===== config.mk =====
export PLATFORM = sky130hd
export DESIGN_NAME = seg7_capture_flat
export DESIGN_NICKNAME = d
export VERILOG_FILES = /design/src/rtl/seg7_pkg.sv /design/src/rtl/seg7_capture_if.sv /design/src/rtl/seg7_to_bcd.sv /design/src/rtl/seg7_capture.sv /design/src/flat_wrapper.sv
export SDC_FILE = /design/constraint.sdc
export NUM_CORES = 1
export LEC_CHECK = 0
export ABC_AREA = 1
export CAP_MARGIN = 15
export CORE_AREA = 2 2 109 111
export DETAILED_ROUTE_END_ITERATION = 10
export DIE_AREA = 0 0 111 113
export PLACE_DENSITY_LB_ADDON = 0.1
export SYNTH_ARGS = -nofsm -noshare
export SYNTH_HDL_FRONTEND = slang
export SYNTH_HIERARCHICAL = 1
export SYNTH_SLANG_ARGS = --single-unit

===== constraint.sdc =====
create_clock -name clk -period 4.3 [get_ports clk]
set_input_delay 0.86 -clock clk [delete_from_list [all_inputs] [get_ports clk]]
set_output_delay 0.86 -clock clk [all_outputs]
set_load 0.02 [all_outputs]

===== src/rtl/seg7_pkg.sv =====
// Shared constants for the 7-segment readback path: active-low segment
// patterns, special digit codes and the slot-capture FSM states.
package seg7_pkg;

    // Patterns are g..a (seg[6]..seg[0]), active-low.
    localparam logic [6:0] SEG_0     = 7'b1000000;
    localparam logic [6:0] SEG_1     = 7'b1111001;
    localparam logic [6:0] SEG_2     = 7'b0100100;
    localparam logic [6:0] SEG_3     = 7'b0110000;
    localparam logic [6:0] SEG_4     = 7'b0011001;
    localparam logic [6:0] SEG_5     = 7'b0010010;
    localparam logic [6:0] SEG_6     = 7'b0000010;
    localparam logic [6:0] SEG_7     = 7'b1111000;
    localparam logic [6:0] SEG_8     = 7'b0000000;
    localparam logic [6:0] SEG_9     = 7'b0010000;
    localparam logic [6:0] SEG_BLANK = 7'b1111111;

    localparam logic [3:0] DIG_BLANK = 4'hF;
    localparam logic [3:0] DIG_ERR   = 4'hE;

    typedef enum logic [1:0] {WAIT, SETTLE, HOLD} state_t;

endpackage


===== src/rtl/seg7_capture_if.sv =====
// Display bus as seen by the readback block: the multiplexed segment/anode
// lines plus the assembled-frame outputs.
interface seg7_capture_if #(
    parameter int NUM_DIGITS = 4
);
    logic [6:0]              seg;
    logic [NUM_DIGITS-1:0]   an;
    logic [4*NUM_DIGITS-1:0] digits;
    logic [NUM_DIGITS-1:0]   blank;
    logic                    err;
    logic                    frame_valid;

    modport master (
        output seg, an,
        input  digits, blank, err, frame_valid
    );

    modport slave (
        input  seg, an,
        output digits, blank, err, frame_valid
    );
endinterface


===== src/rtl/seg7_to_bcd.sv =====
// Inverse 7-segment decoder: active-low pattern -> BCD code, with flags for
// an all-off (blank) slot and for patterns that match no digit.
module seg7_to_bcd
    import seg7_pkg::*;
(
    input  logic [6:0] seg,
    output logic [3:0] code,
    output logic       blank,
    output logic       error
);

    always_comb begin
        // NOTE: every output gets a default before the case, so no path can infer a latch.
        code  = DIG_ERR;
        blank = 1'b0;
        error = 1'b0;
        case (seg)
            SEG_0:     code = 4'd0;
            SEG_1:     code = 4'd1;
            SEG_2:     code = 4'd2;
            SEG_3:     code = 4'd3;
            SEG_4:     code = 4'd4;
            SEG_5:     code = 4'd5;
            SEG_6:     code = 4'd6;
            SEG_7:     code = 4'd7;
            SEG_8:     code = 4'd8;
            SEG_9:     code = 4'd9;
            SEG_BLANK: begin
                code  = DIG_BLANK;
                blank = 1'b1;
            end
            default:   error = 1'b1;
        endcase
    end

endmodule


===== src/rtl/seg7_capture.sv =====
// Samples a multiplexed 7-segment bus, captures each digit slot once it has
// been stable long enough, and publishes whole frames with a 1-cycle strobe.
module seg7_capture
    import seg7_pkg::*;
#(
    parameter int NUM_DIGITS    = 4,
    parameter int STABLE_CYCLES = 4,
    parameter int CNT_W         = 3
) (
    input logic            clk,
    input logic            rst,
    seg7_capture_if.slave  bus
);

    localparam int SW     = 7 + NUM_DIGITS;
    localparam int SLOT_W = (NUM_DIGITS > 1) ? $clog2(NUM_DIGITS) : 1;
    localparam logic [CNT_W-1:0] CNT_MAX = CNT_W'(STABLE_CYCLES);

    logic [SW-1:0]                samp, samp_d;
    logic [6:0]                   samp_seg;
    logic [NUM_DIGITS-1:0]        samp_an;
    state_t                       state, state_next;
    logic [CNT_W-1:0]             cnt, cnt_next;
    logic                         capture, an_ok, changed, commit;
    logic [SLOT_W-1:0]            slot;
    logic [NUM_DIGITS-1:0]        slot_mask;
    logic [3:0]                   dec_code;
    logic                         dec_blank, dec_error;
    logic [NUM_DIGITS-1:0]        seen;
    logic [NUM_DIGITS-1:0][3:0]   shadow_code;
    logic [NUM_DIGITS-1:0]        shadow_blank;
    logic                         frame_err;

    assign {samp_seg, samp_an} = samp;
    assign an_ok     = $onehot(~samp_an);
    assign changed   = (samp != samp_d);
    assign commit    = &seen;
    assign slot_mask = capture ? ~samp_an : '0;

    seg7_to_bcd u_dec (
        .seg   (samp_seg),
        .code  (dec_code),
        .blank (dec_blank),
        .error (dec_error)
    );

    always_comb begin
        slot = '0;
        for (int i = 0; i < NUM_DIGITS; i++)
            if (!samp_an[i]) slot = SLOT_W'(i);
    end

    // NOTE: all clocked state uses non-blocking assignments so every register samples pre-edge values.
    always_ff @(posedge clk) begin
        if (rst) begin
            samp   <= '1;
            samp_d <= '1;
            state  <= WAIT;
            cnt    <= '0;
        end else begin
            samp   <= {bus.seg, bus.an};
            samp_d <= samp;
            state  <= state_next;
            cnt    <= cnt_next;
        end
    end

    always_comb begin
        state_next = state;
        cnt_next   = cnt;
        capture    = 1'b0;
        case (state)
            WAIT: begin
                if (an_ok) begin
                    state_next = SETTLE;
                    cnt_next   = CNT_W'(1);
                end else begin
                    cnt_next   = '0;
                end
            end
            SETTLE: begin
                if (changed) begin
                    if (an_ok) begin
                        cnt_next   = CNT_W'(1);
                    end else begin
                        state_next = WAIT;
                        cnt_next   = '0;
                    end
                end else begin
                    cnt_next = (cnt == CNT_MAX) ? cnt : cnt + 1'b1;
                    if (cnt_next == CNT_MAX) begin
                        capture    = 1'b1;
                        state_next = HOLD;
                    end
                end
            end
            HOLD: begin
                if (changed) begin
                    state_next = an_ok ? SETTLE : WAIT;
                    cnt_next   = an_ok ? CNT_W'(1) : '0;
                end
            end
            default: begin
                state_next = WAIT;
                cnt_next   = '0;
            end
        endcase
    end

    // A capture landing on the commit edge starts the next frame.
    always_ff @(posedge clk) begin
        if (rst) begin
            // NOTE: shadow registers are reset too, so a partial frame after reset never publishes X.
            seen            <= '0;
            shadow_code     <= {NUM_DIGITS{DIG_BLANK}};
            shadow_blank    <= '1;
            frame_err       <= 1'b0;
            bus.digits      <= '1;
            bus.blank       <= '1;
            bus.err         <= 1'b0;
            bus.frame_valid <= 1'b0;
        end else begin
            bus.frame_valid <= commit;
            if (commit) begin
                bus.digits <= shadow_code;
                bus.blank  <= shadow_blank;
                bus.err    <= frame_err;
            end
            seen      <= (commit ? '0 : seen) | slot_mask;
            frame_err <= (frame_err & ~commit) | (capture & dec_error);
            if (capture) begin
                shadow_code[slot]  <= dec_code;
                shadow_blank[slot] <= dec_blank;
            end
        end
    end

endmodule


===== src/flat_wrapper.sv =====
// flat-port wrapper written by rule: the top's interface ports become plain ports
module seg7_capture_flat import seg7_pkg::*;
#(
    parameter int NUM_DIGITS    = 4,
    parameter int STABLE_CYCLES = 4,
    parameter int CNT_W         = 3
)
  (clk, rst, bus_seg, bus_an, bus_digits, bus_blank, bus_err, bus_frame_valid);
  seg7_capture_if #(.NUM_DIGITS(NUM_DIGITS)) bus_i ();
  input logic clk;
  input logic rst;
  input wire logic [$bits(bus_i.seg)-1:0] bus_seg;
  input wire logic [$bits(bus_i.an)-1:0] bus_an;
  output wire logic [$bits(bus_i.digits)-1:0] bus_digits;
  output wire logic [$bits(bus_i.blank)-1:0] bus_blank;
  output wire logic [$bits(bus_i.err)-1:0] bus_err;
  output wire logic [$bits(bus_i.frame_valid)-1:0] bus_frame_valid;
  assign bus_i.seg = bus_seg;
  assign bus_i.an = bus_an;
  assign bus_digits = bus_i.digits;
  assign bus_blank = bus_i.blank;
  assign bus_err = bus_i.err;
  assign bus_frame_valid = bus_i.frame_valid;
  seg7_capture #(.NUM_DIGITS(NUM_DIGITS), .STABLE_CYCLES(STABLE_CYCLES), .CNT_W(CNT_W)) u_core (.clk(clk), .rst(rst), .bus(bus_i));
endmodule

==> run_results.csv, run 1 <==
group,metric,value,unit
cts,htree_levels,3,
cts,cts.sink_count,74,
pwr,power-per-cell-area,411,nW/µm²
cells_and_area,n_antenna_cell,0,
routing,initialDrtViolationCount,100,
cells_and_area,ff_latch_area,1480,µm²
cells_and_area,nets,494,
cts,clk_pin_slew_worst_paths,0.06,ns
logic_synthesis,syn_nets,459,
cells_and_area,final_util,36.7,%
timing,final.period_utilization,60.6,%
cts,cts_hold_buf,0,
cts,clock_latency,0.33,ns
hold_path,hold_path.class,"reg2reg",
cells_and_area,fin_cells,624,
logic_synthesis,ys_ff_latch,74,
timing,period_needed,2.61,ns
timing,setup_ws,1.69,ns
timing,finalSetupViolations,0,
cts,post_cts_resized,0,
timing,max_slew_margin,45.2,%
cells_and_area,multi_input_area,1610,µm²
cts,cts_tree,"done",
grt,grt_overflow_total,0,
hold_path,hold-path-endpoint,"u_core/bus.digits[13]",
placed_design,post_dp_cell_area,3790,µm²
run_status,outcome,"complete, no violations",
hold_path,whs_path_depth,2,
logic_synthesis,ys_top_cells_by_area,"dfxtp_1, nand2_1, nand3_1",
routing,drt_wl_total,7.36,mm
job,maxCapViolations,0,
cts,clk_path_buf_depth,2,
pwr,p_leak,1.97,nW
routing,drc,0,
grt,grt_pass1_wl,12.6,mm
setup_path,cp-start-kind,"primary input",
cells_and_area,final_cell_area,4140,µm²
floorplan,core_area,11300,µm²
floorplan,top_level_ports,35,
logic_synthesis,ys_seq_area_share,44.8,%
placed_design,gp_congestion,0.719,
cts,numCtsBuffers,9,
routing,vias_per_cell,4.50,
setup_path,cp.arrival,2.87,ns
setup_path,rr_startpoint,"u_core/samp[0]",
timing,rsz0062_at_grt,"no",
timing,max_freq,384,MHz
cells_and_area,synthToLayoutAreaGrowth,25.1,%
floorplan,die_area,12500,µm²
floorplan,fp.dieW,111,µm
cts,cts_root_buf,"clkbuf_16",
timing,finalHoldViolations,0,
cts,cts_setup_buffers,0,
logic_synthesis,synth_cell_type_count,31,
grt,grt_pass1_vias,2686,
routing,detail-route-antenna-nets,0,
placed_design,post-dp-hpwl,5.34,mm
routing,drt-pass1-iter-count,5,
cells_and_area,nFillCells,1182,
logic_synthesis,avgSynthCellArea,7.50,µm²
placed_design,dp_slack,1.28,ns
placed_design,placement.io_buffers,34,
floorplan,start_util,29.4,%
grt,antenna_found_initial,0,
setup_path,rr_endpoint,"u_core/cnt[0]",
floorplan,die_y,113,µm
floorplan,placementRows,39,
setup_path,endpoint_kind,"flip-flop",
grt,grtUsageTotal,12.6,%
placed_design,place_inst,608,
grt,grt_max_degree,28,
timing,final_max_slew_viol_count,0,
setup_path,worst_ep_required_time,4.57,ns
setup_path,ff2ff_setup_slack,2.15,ns
setup_path,path_class,"in2reg",
timing,finClkSkew,0.00962,ns
logic_synthesis,yosysWarnings,6,
routing,dr_total_vias,2809,
timing,fin_hold_ws,0.455,ns
logic_synthesis,synth_top_area_share,44.8,%
pwr,ir_drop,0.000225,V
setup_path,cp_max_fo,27,
hold_path,worstHoldStart,"u_core/shadow_code[13]",
routing,wire_per_inst,11.8,µm
setup_path,reg2regPathDepth,10,
timing,worstMarginPinSlew,0.816,ns
logic_synthesis,netlist_instances,441,
cells_and_area,drive_gt1_share,14.6,%
logic_synthesis,yosys.area.top_type,"dfxtp_1",
timing,tns,0,ns
pwr,finalPower,1.70,mW
logic_synthesis,synth_area,3310,µm²
==> state kept, by name (all words and copies together) (netlist names) <==
register                count
u_core/bus.err              1
u_core/cnt                  3
u_core/seen                 4
u_core/frame_err            1
u_core/state                2
u_core/shadow_code         16
u_core/shadow_blank         4
u_core/bus.frame_valid      1
u_core/bus.digits          16
u_core/samp_d              11
u_core/bus.blank            4
u_core/samp                11
==> synth_stat cells (all sizes together) <==
cell and instances:
xnor2 5, inv 41, buf 1, nor2 34
xor2 2, dfxtp 74, nand3 68, a21oi 9
o21ai 2, or2 15, ha 4, nand3b 1
and3 1, nand2 146, o211ai 1, nor3 3
o31ai 1, fa 1, clkbuf 12, nand4 18
clkinv 2
==> critical path: stages <==
cell	delay [ns]
clkdlybuf4s50_1	0.45
buf_4	0.23
clkinv_1	0.70
buf_4	0.50
nand3_1	0.11
==> kinds of logic after synthesis <==
logic type      Yosys count  share of synthesized area (%)
xor+xnor                  7                           2.08
compound gates           13                           2.12
flops                    74                           44.8
fa+ha+maj                 5                           2.12
buf+inv                  56                           6.58
simple gates            286                           42.3
==> worst max-delay path by stage <==
stage,depth (start not counted),end,slack [ns],startpoint
2_1_floorplan,10,u_core/cnt[0],2.34,u_core/samp[0]
3_3_place_gp,5,u_core/shadow_code[8],1.33,rst
3_5_place_dp,5,u_core/shadow_code[9],1.28,rst
4_1_cts,5,u_core/shadow_code[9],1.63,rst
5_1_grt,5,u_core/bus.digits[12],1.52,rst
6_report,5,u_core/shadow_blank[1],1.69,rst
==> layer usage <==
layer | up-vias | GRT usage [%] | routed length, µm
li1 | 1486 | - | -
met1 | 1266 | 16.5 | 3680
met2 | 48 | 19.9 | 3290
met3 | 9 | 3.54 | 267
met4 | 0 | 4.75 | 115
met5 | - | 0 | 0
==> area by class of cell <==
| class | instances | share of cell area (%) |
|---|---|---|
| inverter | 43 | 3.90 |
| sequential | 74 | 35.8 |
| clock inverter | 4 | 2.39 |
| clock buffer | 12 | 5.95 |
| tap | 143 | 4.32 |
| multi-input combinational | 311 | 38.9 |
| timing repair buffer | 37 | 8.76 |
==> power by group <==
group          switching (mW)  internal [mW]  leakage, nW
clock network           0.277          0.584        0.167
registers              0.0160          0.699        0.604
logic                  0.0803         0.0453         1.20
total                   0.373           1.33         1.97
==> cell usage in the layout, fill, tap and decap left out, types with 2 or more instances in the layout <==
cell / netlist / final
a21oi_1: 9 / 9
buf_4: 0 / 3
bufinv_16: 0 / 3
clkbuf_1: 12 / 2
clkbuf_16: 0 / 9
clkdlybuf4s50_1: 0 / 34
clkinv_1: 2 / 2
dfxtp_1: 74 / 74
ha_1: 4 / 4
inv_1: 33 / 33
inv_2: 8 / 8
nand2_1: 140 / 140
nand2_2: 6 / 6
nand3_1: 63 / 63
nand3_2: 3 / 3
nand3_4: 2 / 2
nand4_1: 14 / 14
nand4_2: 4 / 4
nor2_1: 20 / 20
nor2_2: 8 / 8
nor2_4: 6 / 6
nor3_1: 2 / 2
o21ai_0: 2 / 2
or2_2: 14 / 14
xnor2_1: 5 / 5
No activity file was read; power rests on OpenSTA's default activity.
==> run 2: changes to the inputs <==
clock period = 2.45 ns   (was 4.3 ns; I/O delays follow)
==> run 2 against run 1 <==
  * Global-route usage is 0.061 points lower
  * Critical path depth is 5 higher
  * Sequential power is 75% higher
  * Die area stayed put
  * Sequential cell count stayed put
  * Largest power group unchanged
  * Critical endpoint is now u_core/state[0]
  * Final cell count is 0.32% higher
  * Clock skew is 0.0046 ns lower
  * First-iteration DRC count is 41% higher
  * Combinational power is 78% higher
  * Design area is 0.85% lower
  * Highest routed layer unchanged
  * Critical path type is now reg2reg
  * Via count is 1.7% lower
==> run_results.csv, run 2 (synthesis gave the netlist of run 1 again) <==
group,metric,value,unit
routing,vias_per_cell,4.41,
cts,cts_hold_buf,0,
cts,clk_pin_slew_worst_paths,0.06,ns
grt,antenna_found_initial,0,
run_status,outcome,"complete, no violations",
cells_and_area,final_cell_mix,"nand2_1, dfxtp_1, nand3_1, clkdlybuf4s50_1, inv_1",
placed_design,post-dp-hpwl,5.33,mm
floorplan,placementRows,39,
routing,drt-pass1-iter-count,4,
cells_and_area,multi_input_area,1610,µm²
timing,final.period_utilization,84.5,%
setup_path,path_class,"reg2reg",
routing,drt_wl_total,7.27,mm
setup_path,critical_path.slowest_cell,"fa_1",
routing,wire_per_inst,11.6,µm
timing,finalSetupViolations,0,
timing,max_slew_margin,62.9,%
setup_path,path_cells,"fa_1 -> inv_1 -> ha_1 -> ha_1 -> nor3_1 -> and3_1 -> nand2_1 -> nand4_1 -> nand2_1 -> inv_1",
cts,htree_levels,3,
cells_and_area,drive_gt1_share,15.3,%
placed_design,gp_congestion,0.772,
job,maxCapViolations,0,
routing,detail-route-antenna-nets,0,
grt,grt_max_degree,40,
setup_path,endpoint_kind,"flip-flop",
cts,post_cts_resized,0,
cts,cts_tree,"done",
floorplan,top_level_ports,35,
grt,grt_pass1_vias,2647,
cts,numCtsBuffers,9,
setup_path,crit_path_max_incr_delay,0.54,ns
cells_and_area,nFillCells,1194,
timing,tns,0,ns
setup_path,cp-start-kind,"flip-flop",
cts,cts.sink_count,74,
timing,final_max_slew_viol_count,0,
cells_and_area,final_common_cell,"nand2_1",
cells_and_area,n_antenna_cell,0,
cts,cts_setup_buffers,0,
hold_path,hold_path.class,"reg2reg",
setup_path,worst_ep_required_time,2.72,ns
floorplan,die_y,113,µm
routing,initialDrtViolationCount,141,
routing,dr_total_vias,2762,
timing,setup_ws,0.381,ns
floorplan,die_area,12500,µm²
pwr,p_leak,1.96,nW
setup_path,cp_top_family,"adder cells",
setup_path,cp_max_fo,4,
pwr,power-per-cell-area,673,nW/µm²
timing,finClkSkew,0.00499,ns
routing,drc,0,
cells_and_area,reg.largest.list,"u_core/bus.digits: 16 flops, u_core/shadow_code: 16 flops",
pwr,ir_drop,0.000271,V
grt,grtUsageTotal,12.5,%
cells_and_area,nets,496,
timing,worstMarginPinSlew,0.554,ns
floorplan,fp.dieW,111,µm
timing,finalHoldViolations,0,
cells_and_area,ff_latch_area,1480,µm²
placed_design,dp_slack,0.375,ns
floorplan,start_util,29.4,%
floorplan,core_area,11300,µm²
grt,grt_pass1_wl,12.7,mm
grt,grt_overflow_total,0,
cells_and_area,synthToLayoutAreaGrowth,24.0,%
setup_path,worst-path-buf-inv,2,
cts,cts_root_buf,"clkbuf_16",
cts,clock_latency,0.33,ns
cts,clk_path_buf_depth,2,
placed_design,placement.io_buffers,34,
timing,max_freq,483,MHz
setup_path,cp.arrival,2.34,ns
timing,rsz0062_at_grt,"no",
timing,period_needed,2.07,ns
run 2: worst paths after layout:
kind | from | to | slack [ns] | depth (start not counted)
setup / recovery | u_core/samp[0] | u_core/state[0] | 0.38 | 10
hold / removal | u_core/shadow_code[8] | u_core/bus.digits[8] | 0.46 | 2
setup reg to reg | u_core/samp[0] | u_core/state[0] | 0.38 | 10
hold reg to reg | u_core/shadow_code[8] | u_core/bus.digits[8] | 0.46 | 2
run 2: layer usage:
layer  global-route usage [%]  wire, µm  up-vias
met3                     2.68       298        4
met2                     20.0      3370       41
met5                        0         0        -
met1                     16.5      3540     1224
met4                     5.25        61        0
li1                         -         -     1493
run 2: layout make-up:
cell class                      instances  area share, %
Tap cell                              143           4.36
Sequential cell                        74           36.1
Clock buffer                            9           5.49
Inverter                               43           3.93
Timing Repair Buffer                   39           9.20
Clock inverter                          7           1.71
Multi-Input combinational cell        311           39.2
run 2: stage by stage:
step | utilization, % | instance area, µm² | total power, mW | hold slack, ns | std cells
after floorplan | - | 3310 | 1.44 | 0.429 | 441
after global placement | 33.8 | 3810 | 1.50 | 0.451 | 610
after detailed placement | 33.8 | 3810 | 1.51 | 0.448 | 610
after CTS | 36.4 | 4110 | 2.83 | 0.466 | 626
after global routing | 36.4 | 4110 | 2.90 | 0.493 | 626
final | 36.4 | 4110 | 2.76 | 0.459 | 626
run 2: worst register-to-register path: cells and delay by family (launching register included):
family	cells	cell delay [ns]
and+or+nand+nor	5	0.63
DFF	1	0.34
adders and majority gates	3	0.97
buffers and inverters	2	0.08
run 2: where the power goes:
group / switching (mW) / internal, mW
registers: 0.0259 / 1.23
logic: 0.143 / 0.0804
clock network: 0.502 / 0.786
total: 0.671 / 2.09
==> run 3: changes to the inputs <==
clock period = 1.98 ns   (was 2.45 ns; I/O delays follow)
==> run 3 against run 2 <==
  * Sequential share of layout area fell by 1.3 points
  * Clock skew rose by 0.0013 ns
  * Design area rose by 3.8%
  * Critical path type unchanged
  * Largest cell class unchanged
  * Largest power group unchanged
==> run_results.csv, run 3 (synthesis gave the netlist of run 1 again) <==
group,metric,value,unit
routing,drt-pass1-iter-count,4,
pwr,seqPwrFrac,43.9,%
routing,detail-route-antenna-nets,0,
setup_path,cp.arrival,2.15,ns
timing,final_max_slew_viol_count,0,
hold_path,hold_path.class,"reg2reg",
timing,finalSetupViolations,0,
timing,max_freq,533,MHz
cells_and_area,fin_cells,634,
cells_and_area,final_common_cell,"nand2_1",
grt,antenna_found_initial,0,
grt,grt_overflow_total,0,
cells_and_area,drive_gt1_share,17.5,%
cts,clk_pin_slew_worst_paths,0.06,ns
floorplan,die_area,12500,µm²
cells_and_area,synthToLayoutAreaGrowth,28.8,%
pwr,power-per-cell-area,828,nW/µm²
grt,grt_pass1_vias,2762,
pwr,power_frac_clock,47.1,%
grt,grt_pass1_wl,13.0,mm
routing,dr_total_vias,2815,
routing,initialDrtViolationCount,97,
placed_design,post-dp-hpwl,5.33,mm
timing,final.period_utilization,94.8,%
pwr,p_comb_share,9.0,%
timing,fin_hold_ws,0.460,ns
timing,period_needed,1.88,ns
floorplan,core_area,11300,µm²
grt,grtUsageTotal,12.9,%
routing,vias_per_cell,4.44,
run_status,outcome,"complete, no violations",
routing,drc,0,
pwr,p_leak,2.02,nW
floorplan,start_util,29.4,%
setup_path,path_class,"reg2reg",
pwr,p_sw,870,µW
timing,tns,0,ns
setup_path,cp_max_fo,2,
pwr,ir_drop,0.000446,V
setup_path,cp-start-kind,"flip-flop",
floorplan,die_y,113,µm
cts,clock_latency,0.33,ns
cts,cts_tree,"done",
timing,finalHoldViolations,0,
cells_and_area,nFillCells,1179,
pwr,finalPower,3.53,mW
setup_path,endpoint_kind,"flip-flop",
setup_path,worst_ep_required_time,2.25,ns
placed_design,gp_congestion,0.761,
routing,drt_wl_total,7.35,mm
floorplan,fp.dieW,111,µm
cts,cts_root_buf,"clkbuf_16",
cells_and_area,n_antenna_cell,0,
placed_design,dp_slack,-0.0555,ns
placed_design,placement.io_buffers,34,
cells_and_area,reg.largest.list,"u_core/bus.digits: 16 flops, u_core/shadow_code: 16 flops",
grt,grt_max_degree,28,
timing,max_slew_margin,58.5,%
routing,wire_per_inst,11.6,µm
placed_design,place_inst,616,
cells_and_area,final_cell_mix,"nand2_1, dfxtp_1, nand3_1, clkdlybuf4s50_1, inv_1",
pwr,p_int,2.66,mW
pwr,p_sw_share,24.6,%
timing,finClkSkew,0.00625,ns
floorplan,placementRows,39,
cts,numCtsBuffers,9,
cells_and_area,nets,504,
cts,cts_hold_buf,0,
job,maxCapViolations,0,
cts,htree_levels,3,
cts,cts.sink_count,74,
floorplan,top_level_ports,35,
cells_and_area,ff_latch_area,1480,µm²
cts,clk_path_buf_depth,2,
timing,worstMarginPinSlew,0.622,ns
timing,setup_ws,0.103,ns
cells_and_area,multi_input_area,1660,µm²
## run 3: changes by cell type in the layout (fill, tap and decap cells not counted), moves of 2 or more
cell | before | now
nand4_4 | 0 | 3
dfxtp_2 | 0 | 2
ha_1 | 4 | 2
dfxtp_1 | 74 | 72
nand4_2 | 4 | 1
clkinv_2 | 3 | 0
buf_4 | 5 | 10
buf_12 | 0 | 3
## run 3: stage by stage
step / cell area, µm² / utilization (%)
global route: 4260 / 37.8
global placement: 3880 / 34.4
finish: 4260 / 37.8
floorplan: 3310 / -
detailed placement: 3880 / 34.4
CTS: 4190 / 37.2
## run 3: layer usage
layer	vias up	GRT usage [%]	part of all wire [%]
li1	1508	-	-
met1	1260	16.2	49
met2	37	21.1	46
met3	10	2.79	3.3
met4	0	6.25	1.7
met5	-	0	0
## run 3: repair_timing
action / CTS / global route
setup buffers: 0 / 2
endpoints found under the setup margin: 2 / 7
gates resized for setup: 1 / 7
pin swaps: 1 / 4
## run 3: layout make-up
| class | count | share of cell area [%] |
|---|---|---|
| timing repair buffer | 47 | 11.2 |
| tap | 143 | 4.20 |
| clock buffer | 11 | 5.70 |
| inverter | 43 | 3.79 |
| sequential | 74 | 34.8 |
| clock inverter | 5 | 1.47 |
| multi-input combinational | 311 | 38.9 |
## run 3: worst paths after layout
| check | from | to | slack (ns) | cells after the start |
|---|---|---|---|---|
| worst max register to register | u_core/samp[0] | u_core/cnt[0] | 0.10 | 10 |
| worst min register to register | u_core/shadow_code[5] | u_core/bus.digits[5] | 0.46 | 2 |
| worst min-delay path | u_core/shadow_code[5] | u_core/bus.digits[5] | 0.46 | 2 |
| worst max-delay path | u_core/samp[0] | u_core/cnt[0] | 0.10 | 10 |
## run 3: power by group through the flow
| stage | Sequential (mW) | Combinational [mW] | Clock (mW) |
|---|---|---|---|
| floorplan | 1.58 | 0.206 | 0 |
| global placement | 1.58 | 0.300 | 0 |
| detailed placement | 1.58 | 0.304 | 0 |
| CTS | 1.55 | 0.308 | 1.72 |
| global route | 1.55 | 0.360 | 1.77 |
| finish | 1.55 | 0.317 | 1.66 |
## run 3: worst max-delay path: stages, from the launching register on
cell and delay, ns:
dfxtp_2 0.33, fa_1 0.52, inv_1 0.04, ha_2 0.30
inv_1 0.04, nor3_2 0.18, and3_1 0.17, nand2_1 0.06
nand3_1 0.07, nor2_1 0.04, nor2_1 0.07
